## src/rtl/pl_pkg.sv

```systemverilog
// Shared types and helpers for the pl_branch_predictor BTB.
// The default-shaped entry type and init value match the predictor's default parameters.
package pl_pkg;

  localparam int DEF_ENTRIES = 16;
  localparam int DEF_TAG_W   = 8;
  localparam int DEF_CNT_W   = 2;
  localparam int IDX_W       = $clog2(DEF_ENTRIES);

  // Weakly-taken: MSB set, remaining bits clear.
  localparam logic [DEF_CNT_W-1:0] WCNT_INIT = DEF_CNT_W'(1 << (DEF_CNT_W - 1));

  typedef struct packed {
    logic                 valid;
    logic [DEF_TAG_W-1:0] tag;
    logic [31:0]          target;
    logic [DEF_CNT_W-1:0] cnt;
  } btb_entry_t;

  // Counters are at most 3 bits wide, so the helpers work on 3 bits plus a width argument.
  function automatic logic [2:0] cnt_init(input int w);
    return 3'(1 << (w - 1));
  endfunction

  function automatic logic [2:0] sat_inc(input logic [2:0] c, input int w);
    logic [2:0] mx;
    mx = 3'((1 << w) - 1);
    return (c == mx) ? c : c + 3'd1;
  endfunction

  function automatic logic [2:0] sat_dec(input logic [2:0] c, input int w);
    return (c == 3'd0) ? c : c - 3'd1;
  endfunction

endpackage

```

## src/rtl/pl_ras.sv

```systemverilog
// Circular return-address stack; a push when full overwrites the oldest entry.
module pl_ras #(
  parameter int DEPTH = 4
) (
  input  logic        gclk,
  input  logic        grst_n,
  input  logic        push,
  input  logic        pop,
  input  logic [31:0] push_data,
  output logic        valid,
  output logic [31:0] target
);
  localparam int PW = $clog2(DEPTH);
  localparam logic [PW:0] FULL = (PW + 1)'(DEPTH);

  logic [DEPTH-1:0][31:0] stk;
  logic [PW-1:0]          ptr;
  logic [PW-1:0]          top;
  logic [PW:0]            cnt;

  // ptr is the next free slot; top of stack sits just below it.
  assign top    = ptr - PW'(1);
  assign valid  = (cnt != '0);
  assign target = valid ? stk[top] : 32'd0;

  always_ff @(posedge gclk or negedge grst_n) begin
    if (!grst_n) begin
      ptr <= '0;
      cnt <= '0;
    end else if (push && !pop) begin
      ptr <= ptr + PW'(1);
      if (cnt != FULL) cnt <= cnt + (PW + 1)'(1);
    end else if (pop && !push && valid) begin
      ptr <= ptr - PW'(1);
      cnt <= cnt - (PW + 1)'(1);
    end
  end

  always_ff @(posedge gclk) begin
    if (push && pop)  stk[top] <= push_data;
    else if (push)    stk[ptr] <= push_data;
  end

endmodule

```

## src/rtl/pl_branch_predictor.sv

```systemverilog
// BTB with saturating direction counters: combinational IF lookup, EX-stage update.
// Optional return-address stack enabled by defining PL_RAS_EN.
module pl_branch_predictor
  import pl_pkg::*;
#(
  parameter int ENTRIES   = 16,
  parameter int TAG_W     = 8,
  parameter int CNT_W     = 2,
  parameter int RAS_DEPTH = 4
) (
  input  logic        CLK,
  input  logic        Reset_n,
  input  logic [31:0] IF_PC,
  output logic        pred_hit,
  output logic        pred_taken,
  output logic [31:0] pred_target,
  input  logic        EX_upd_valid,
  input  logic [31:0] EX_PC,
  input  logic        EX_taken,
  input  logic [31:0] EX_target,
  input  logic        EX_pred_taken,
  input  logic [31:0] EX_pred_target,
  output logic        EX_mispredict,
  output logic [15:0] mispredict_cnt,
  input  logic        ID_valid,
  input  logic        ID_call,
  input  logic        ID_ret,
  input  logic [31:0] ID_PCplus4,
  output logic        ras_valid,
  output logic [31:0] ras_target
);
  localparam int IW = $clog2(ENTRIES);
  localparam logic [CNT_W-1:0] CNT_INIT = CNT_W'(cnt_init(CNT_W));

  typedef struct packed {
    logic             valid;
    logic [TAG_W-1:0] tag;
    logic [31:0]      target;
    logic [CNT_W-1:0] cnt;
  } entry_t;

  // Only valid bits are reset; tag/target/cnt are meaningless while invalid.
  logic [ENTRIES-1:0] vld;
  logic [TAG_W-1:0]   tag_q [ENTRIES];
  logic [31:0]        tgt_q [ENTRIES];
  logic [CNT_W-1:0]   cnt_q [ENTRIES];

  logic [IW-1:0]    if_idx, ex_idx;
  logic [TAG_W-1:0] if_tag, ex_tag;
  entry_t           if_e, ex_e;
  logic             ex_hit;

  assign if_idx = IF_PC[IW+1:2];
  assign if_tag = IF_PC[IW+TAG_W+1:IW+2];
  assign ex_idx = EX_PC[IW+1:2];
  assign ex_tag = EX_PC[IW+TAG_W+1:IW+2];

  always_comb begin
    if_e = '{valid: vld[if_idx], tag: tag_q[if_idx], target: tgt_q[if_idx], cnt: cnt_q[if_idx]};
    ex_e = '{valid: vld[ex_idx], tag: tag_q[ex_idx], target: tgt_q[ex_idx], cnt: cnt_q[ex_idx]};
  end

  assign pred_hit    = if_e.valid && (if_e.tag == if_tag);
  assign pred_taken  = pred_hit && if_e.cnt[CNT_W-1];
  assign pred_target = pred_hit ? if_e.target : 32'd0;
  assign ex_hit      = ex_e.valid && (ex_e.tag == ex_tag);

  assign EX_mispredict = EX_upd_valid &&
    ((EX_taken != EX_pred_taken) || (EX_taken && EX_pred_taken && EX_target != EX_pred_target));

  always_ff @(posedge CLK or negedge Reset_n) begin
    if (!Reset_n) begin
      vld            <= '0;
      mispredict_cnt <= '0;
    end else begin
      if (EX_upd_valid && EX_taken && !ex_hit) vld[ex_idx] <= 1'b1;
      if (EX_mispredict && mispredict_cnt != 16'hFFFF) mispredict_cnt <= mispredict_cnt + 16'd1;
    end
  end

  always_ff @(posedge CLK) begin
    if (EX_upd_valid) begin
      if (ex_hit && EX_taken) begin
        cnt_q[ex_idx] <= CNT_W'(sat_inc(3'(ex_e.cnt), CNT_W));
        tgt_q[ex_idx] <= EX_target;
      end else if (ex_hit) begin
        cnt_q[ex_idx] <= CNT_W'(sat_dec(3'(ex_e.cnt), CNT_W));
      end else if (EX_taken) begin
        tag_q[ex_idx] <= ex_tag;
        tgt_q[ex_idx] <= EX_target;
        cnt_q[ex_idx] <= CNT_INIT;
      end
    end
  end

`ifdef PL_RAS_EN
  logic unused_ok;
  assign unused_ok = ^{IF_PC, EX_PC};

  pl_ras #(.DEPTH(RAS_DEPTH)) u_ras (
    .gclk      (CLK),
    .grst_n    (Reset_n),
    .push      (ID_valid && ID_call),
    .pop       (ID_valid && ID_ret),
    .push_data (ID_PCplus4),
    .valid     (ras_valid),
    .target    (ras_target)
  );
`else
  logic unused_ok;
  assign unused_ok  = ^{IF_PC, EX_PC, ID_valid, ID_call, ID_ret, ID_PCplus4};
  assign ras_valid  = 1'b0;
  assign ras_target = 32'd0;
`endif

endmodule

```

## config.mk

```make
export PLATFORM = sky130hd
export DESIGN_NAME = pl_branch_predictor
export DESIGN_NICKNAME = d
export VERILOG_FILES = /design/src/rtl/pl_pkg.sv /design/src/rtl/pl_ras.sv /design/src/rtl/pl_branch_predictor.sv
export SDC_FILE = /design/constraint.sdc
export NUM_CORES = 1
export LEC_CHECK = 0
export CORE_MARGIN = 2
export CORE_UTILIZATION = 50
export CTS_BUF_LIST = sky130_fd_sc_hd__clkbuf_2 sky130_fd_sc_hd__clkbuf_4 sky130_fd_sc_hd__clkbuf_8
export DETAILED_ROUTE_END_ITERATION = 12
export GPL_TIMING_DRIVEN = 0
export HOLD_SLACK_MARGIN = 0.02
export PLACE_DENSITY = 0.7
export SLEW_MARGIN = 0
export SYNTH_ARGS = -nofsm -noshare
export SYNTH_HDL_FRONTEND = slang
export SYNTH_SLANG_ARGS = --single-unit
```

## constraint.sdc

```tcl
create_clock -name CLK -period 5.23 [get_ports CLK]
set_input_delay 1.046 -clock CLK [delete_from_list [all_inputs] [get_ports CLK]]
set_output_delay 1.046 -clock CLK [all_outputs]
set_load 0.01 [all_outputs]
```

; Yosys cells after proc, flatten, opt, wreduce, memory -nomap -nowiden
; Memory sizes are Yosys's and may differ from the RTL's.
; Index checks and enable logic that the tools add are counted.
[totals]
wordCells = 59
register_bits = 32
input_bits = 168
ramBits = 672
output_inout_bits = 84
mem_bits_ro = 0
latchBits = 0
memories = 3
[op_classes]
n_eq_ne = 6
addsub = 3
reduce_logical = 14
bitwise = 4
div = 0
n_lt_le_gt_ge = 3
muxes = 24
n_shift = 0
multipliers = 0
[memory_table]
columns = memory, words, width, rd, rd_ports_with_merged_regs, write_ports, line
row1 = tgt_q, 16, 32, 1, 0, 1, pl_branch_predictor.sv:45  ; logic [31:0] tgt_q [ENTRIES];
row2 = tag_q, 16, 8, 2, 0, 1, pl_branch_predictor.sv:44  ; logic [TAG_W-1:0] tag_q [ENTRIES];
row3 = cnt_q, 16, 2, 2, 0, 1, pl_branch_predictor.sv:46  ; logic [CNT_W-1:0] cnt_q [ENTRIES];
[op_table]
columns = cell, count
row1 = two-way mux 32 bit, 2
row2 = inequality test 32 bit, 1
row3 = "adder 16 x 1 -> 16 bit, second input constant", 1
row4 = == test 8 bit, 2
row5 = "inequality test 16 bit, second input constant", 1
row6 = OR 16 bit, 1
row7 = two-way mux 1 bit, 15
row8 = logical AND 1 bit, 11
row9 = "< comparator 4 x 5 -> 1 bit, second input constant", 2
row10 = binary-select mux 1 bit (select 4 bit), 2
row11 = two-way mux 2 bit, 4
row12 = demux 1 bit (select 4 bit), 1
row13 = "greater-or-equal comparator 4 x 1 -> 1 bit, second input constant", 1
row14 = OR 1 bit, 3
row15 = "adder 2 x 1 -> 2 bit, second input constant", 1
row16 = "== test 2 bit, second input constant", 1
row17 = zero test 2 bit, 1
row18 = "subtractor 2 x 1 -> 2 bit, second input constant", 1
row19 = zero test 1 bit, 1
row20 = logical OR 1 bit, 1
row21 = inequality test 1 bit, 1

; Longest topological paths before layout
[depth]
word_depth = 9
ltp_mapped = 13
mapped_depth_nobuf = 7

; Worst setup path before layout
; OpenSTA, ideal clock, no wires.
[synth_path]
path_kind = input to output
startpoint = input port IF_PC[2]
endpoint = output port pred_taken
n_path_buf = 5
setup_slack_ns = 0.704
cell_stages = 8
arrival_time_ns = 3.480
required_ns = 4.184
path_cell_list = buf_2 buf_4 buf_2 buf_1 buf_2 mux4_2 mux4_2 nor2b_1
[synth_between]
elab_chain_cells = 4
word_cells_on_any_way = 7
classes_between = eq/ne (1) / mux (2) / reduce/logical (2) / memory (2)
[synth_lines]
columns = item, line
row1 = from (decl), pl_branch_predictor.sv:13  ; input logic [31:0] IF_PC,
row2 = memory read (16 x 8 bit) / binary-select mux 1 bit (select 4 bit) (equally long branches), -
row3 = == test 8 bit / two-way mux 1 bit (equally long branches), "pl_branch_predictor.sv:63, pl_branch_predictor.sv:59"
row4 = logical AND 1 bit, pl_branch_predictor.sv:63  ; assign pred_hit = if_e.valid && (if_e.tag == if_tag);
row5 = logical AND 1 bit *, pl_branch_predictor.sv:64  ; assign pred_taken = pred_hit && if_e.cnt[CNT_W-1];
row6 = to (decl), pl_branch_predictor.sv:15  ; output logic pred_taken,
; Every way passes the cells marked *; elsewhere a longest branch is shown, timed or not. The select of a mux whose other input is x is not followed.

; Worst setup path after layout
[layout_path]
startpoint = input port IF_PC[2]
endpoint = output port pred_target[15]
[layout_between]
elab_chain_cells = 4
word_cells_on_any_way = 7
classes_between = eq/ne (1) / mux (3) / reduce/logical (1) / memory (2)
[layout_lines]
columns = item, line
row1 = memory read (16 x 8 bit) / binary-select mux 1 bit (select 4 bit) (equally long branches), -
row2 = == test 8 bit / two-way mux 1 bit (equally long branches), "pl_branch_predictor.sv:63, pl_branch_predictor.sv:59"
row3 = logical AND 1 bit, pl_branch_predictor.sv:63
row4 = two-way mux 32 bit *, pl_branch_predictor.sv:65  ; assign pred_target = pred_hit ? if_e.target : 32'd0;
row5 = to (decl), pl_branch_predictor.sv:16  ; output logic [31:0] pred_target,
; Marked as above.

==> impl_metrics.json <==
{
  "ys_top_cells_by_count": "edfxtp_1, mux4_2, nor2b_1",
  "ir_drop_mv": 0.236,
  "ys_warn_count": 0,
  "cts_tree": "built",
  "coreArea_um2": 58900,
  "ys.flop_type": "edfxtp_1",
  "synth_area_leaders": "edfxtp_1, mux4_2, dfrtp_1",
  "final_cells": 2608,
  "clk_pin_slew_ns": 0.06,
  "grt_pass1_wl_um": 108000,
  "synth_xor_area_frac": 0.0185,
  "cts_max_path_buffers": 3,
  "grt_pass1_vias": 16200,
  "row_count": 89,
  "yosysUniqueCellTypes": 56,
  "nFillCells": 4131,
  "synthCells": 1417,
  "dr.pass1.iters": 5,
  "drt_iter0_drc": 1818,
  "multi_input_area_um2": 8500,
  "maxCapViolCount": 0,
  "critical_path_required_ns": 4.18,
  "stdcell_area_um2": 35600,
  "wl_um": 74500,
  "fmax_mhz": 189,
  "hold_violations": 0,
  "slew_viol_final": 0,
  "crit_arrival_ns": 4.25,
  "nNetsFinal": 1917,
  "setup_viol": 5,
  "antenna_found_initial": 2,
  "hold_class": "in -> async",
  "postRouteAntennaNets": 0,
  "die_h_um": 248,
  "syn2layout_area_growth_pct": 19.8,
  "path_max_fanout": 10,
  "critPathLaunchType": "input port",
  "initial_core_util": 0.505,
  "yosysMostFrequentCell": "edfxtp_1",
  "cts_root_buffer": "clkbuf_8",
  "cts_sinks": 704,
  "p_leak_nw": 12.3,
  "cts_buffers": 112,
  "grt-ovfl-total": 0,
  "yosys.area_share.simple": 0.0305,
  "placed_area_um2": 32900,
  "postSynthAreaPerCell_um2": 21.0,
  "synth_edf_count": 672,
  "viasPerCell": 6.09,
  "grt_setup_unrepaired": "true",
  "fin_crit_ns": 5.29,
  "fin_ws_ns": -0.0636,
  "finalSetupTns_ns": -0.158,
  "synthDominantCellAreaShare": 0.678,
  "crit_type": "in -> out",
  "h-tree-depth": 3,
  "min_period_over_period": 1.01,
  "fin_skew_ns": 0.0438,
  "dpl_worst_slack_ns": -1.62,
  "ys_async_sr_fraction": 0.0455,
  "synthAdderAreaFrac": 0.000841,
  "violations": "setup timing",
  "groute.usage.overall": 0.247,
  "dr_total_vias": 15900,
  "place_hpwl_um": 48000,
  "io_buffers": 139,
  "drc_errors": 0,
  "clk-insertion-delay-late_ns": 0.72,
  "reg2reg_slack_ns": 1.71,
  "cp-end-kind": "output pin",
  "hold_buffers": 0,
  "yosysSeqAreaShare": 0.705,
  "die-area_um2": 61500,
  "place_congestion": 0.836,
  "layout-drive-gt1-share": 0.345,
  "synth_seq_cells": 704,
  "power.density_nw_per_um2": 334,
  "final-seq-area_um2": 21000,
  "p_total_w": 0.0119,
  "placedCellCount": 2393,
  "routedWlPerCell_um": 28.6,
  "max-slew-margin-rel": 0.291,
  "grt_max_degree": 33,
  "synth_compound_area_frac": 0.0167,
  "synth_top_family_by_area": "multiplexers",
  "muxShareOfSynthArea": 0.201,
  "yosys.area.top_type": "edfxtp_1",
  "tightest_slew_ns": 1.06,
  "ios": 252,
  "die_x_um": 248,
  "status": "finished, violations left",
  "netlist_area_um2": 29800
}
flip-flops by register name (all words and copies together), names as in the netlist:
signal	cells
cnt_q	32
mispredict_cnt	16
tag_q	128
tgt_q	512
vld	16
placed cells by master (no fill, tap or decap), types with 18 or more instances in the layout:
cell type	Yosys	final
clkbuf_4	0	36
conb_1	1	33
buf_12	2	22
clkinv_1	0	28
buf_6	11	28
xor2_1	26	26
clkbuf_1	39	23
inv_1	21	21
mux4_2	251	251
nor2_1	36	20
edfxtp_1	672	672
mux2i_1	25	25
buf_4	36	54
dfrtp_1	32	32
clkdlybuf4s50_1	0	105
dlymetal6s2s_1	0	18
xnor2_1	37	26
nor2b_1	41	30
clkbuf_8	0	113
through the flow:
| step | utilization | hold slack, ns |
|---|---|---|
| after global routing | 0.605 | 0.454 |
| after detailed placement | 0.559 | 0.473 |
| after global placement | 0.547 | 0.466 |
| after floorplan | - | 0.447 |
| after CTS | 0.603 | 0.385 |
| final | 0.605 | 0.415 |
layout make-up:
class,instances,share of cell area
antenna,2,0.000140
buffer,118,0.0246
clock buffer,149,0.0512
clock inverter,51,0.0101
inverter,21,0.00221
multi-input combinational,605,0.238
sequential,704,0.589
tap,773,0.0271
timing repair buffer,185,0.0576
worst max-delay path, cell delays in order:
cell and delay, ns:
buf_6 0.15, buf_12 0.19, mux4_2 0.54, mux4_2 0.53, xor2_1 0.19, nor4_4 0.41, nand3_4 0.23, buf_6 0.23
nor2b_1 0.15, clkdlybuf4s50_1 0.56
where the power goes:
| part | leakage [nW] | switching (W) | total [W] | internal, W |
|---|---|---|---|---|
| registers | 6.39 | 0.0000428 | 0.00631 | 0.00626 |
| clock network | 1.16 | 0.00215 | 0.00462 | 0.00247 |
| logic | 4.71 | 0.000509 | 0.000967 | 0.000458 |
| total | 12.3 | 0.00270 | 0.0119 | 0.00919 |
timing repair:
| item | 4_1_cts | 5_1_grt |
|---|---|---|
| pin swaps | 2 | 0 |
| gates cloned | 0 | 0 |
| setup endpoints to repair | 35 | 25 |
| setup buffers | 7 | 7 |
| gates resized for setup | 94 | 31 |
logic make-up (layout without fill, tap and decap cells):
logic type,count (synthesis),after routing
other,1,35
AND/OR/NAND/NOR,163,163
multiplexers,284,284
AO/OA/AOI/OAI,60,60
buffers and inverters,140,524
flip-flops,704,704
XOR/XNOR,63,63
adder cells (fa/ha/maj),2,2
layer usage:
metal	up-vias	wire length [µm]	GRT usage
met5	-	0	0
met4	0	2150	0.0881
met3	142	5910	0.0446
met2	811	36300	0.393
met1	8395	30200	0.349
li1	6536	-	-
worst paths after layout:
path / depth (start not counted) / startpoint / endpoint
worst max register to register: 9 / tag_q[11][5] / tag_q[11][5]
min in group CLK: 2 / vld[10] / vld[10]
max in group asynchronous: 1 / Reset_n / vld[11]
worst max-delay path: 10 / IF_PC[2] / pred_target[15]
worst min-delay path: 1 / Reset_n / vld[6]
worst min register to register: 2 / vld[10] / vld[10]
No activity file was read; power rests on OpenSTA's default activity.
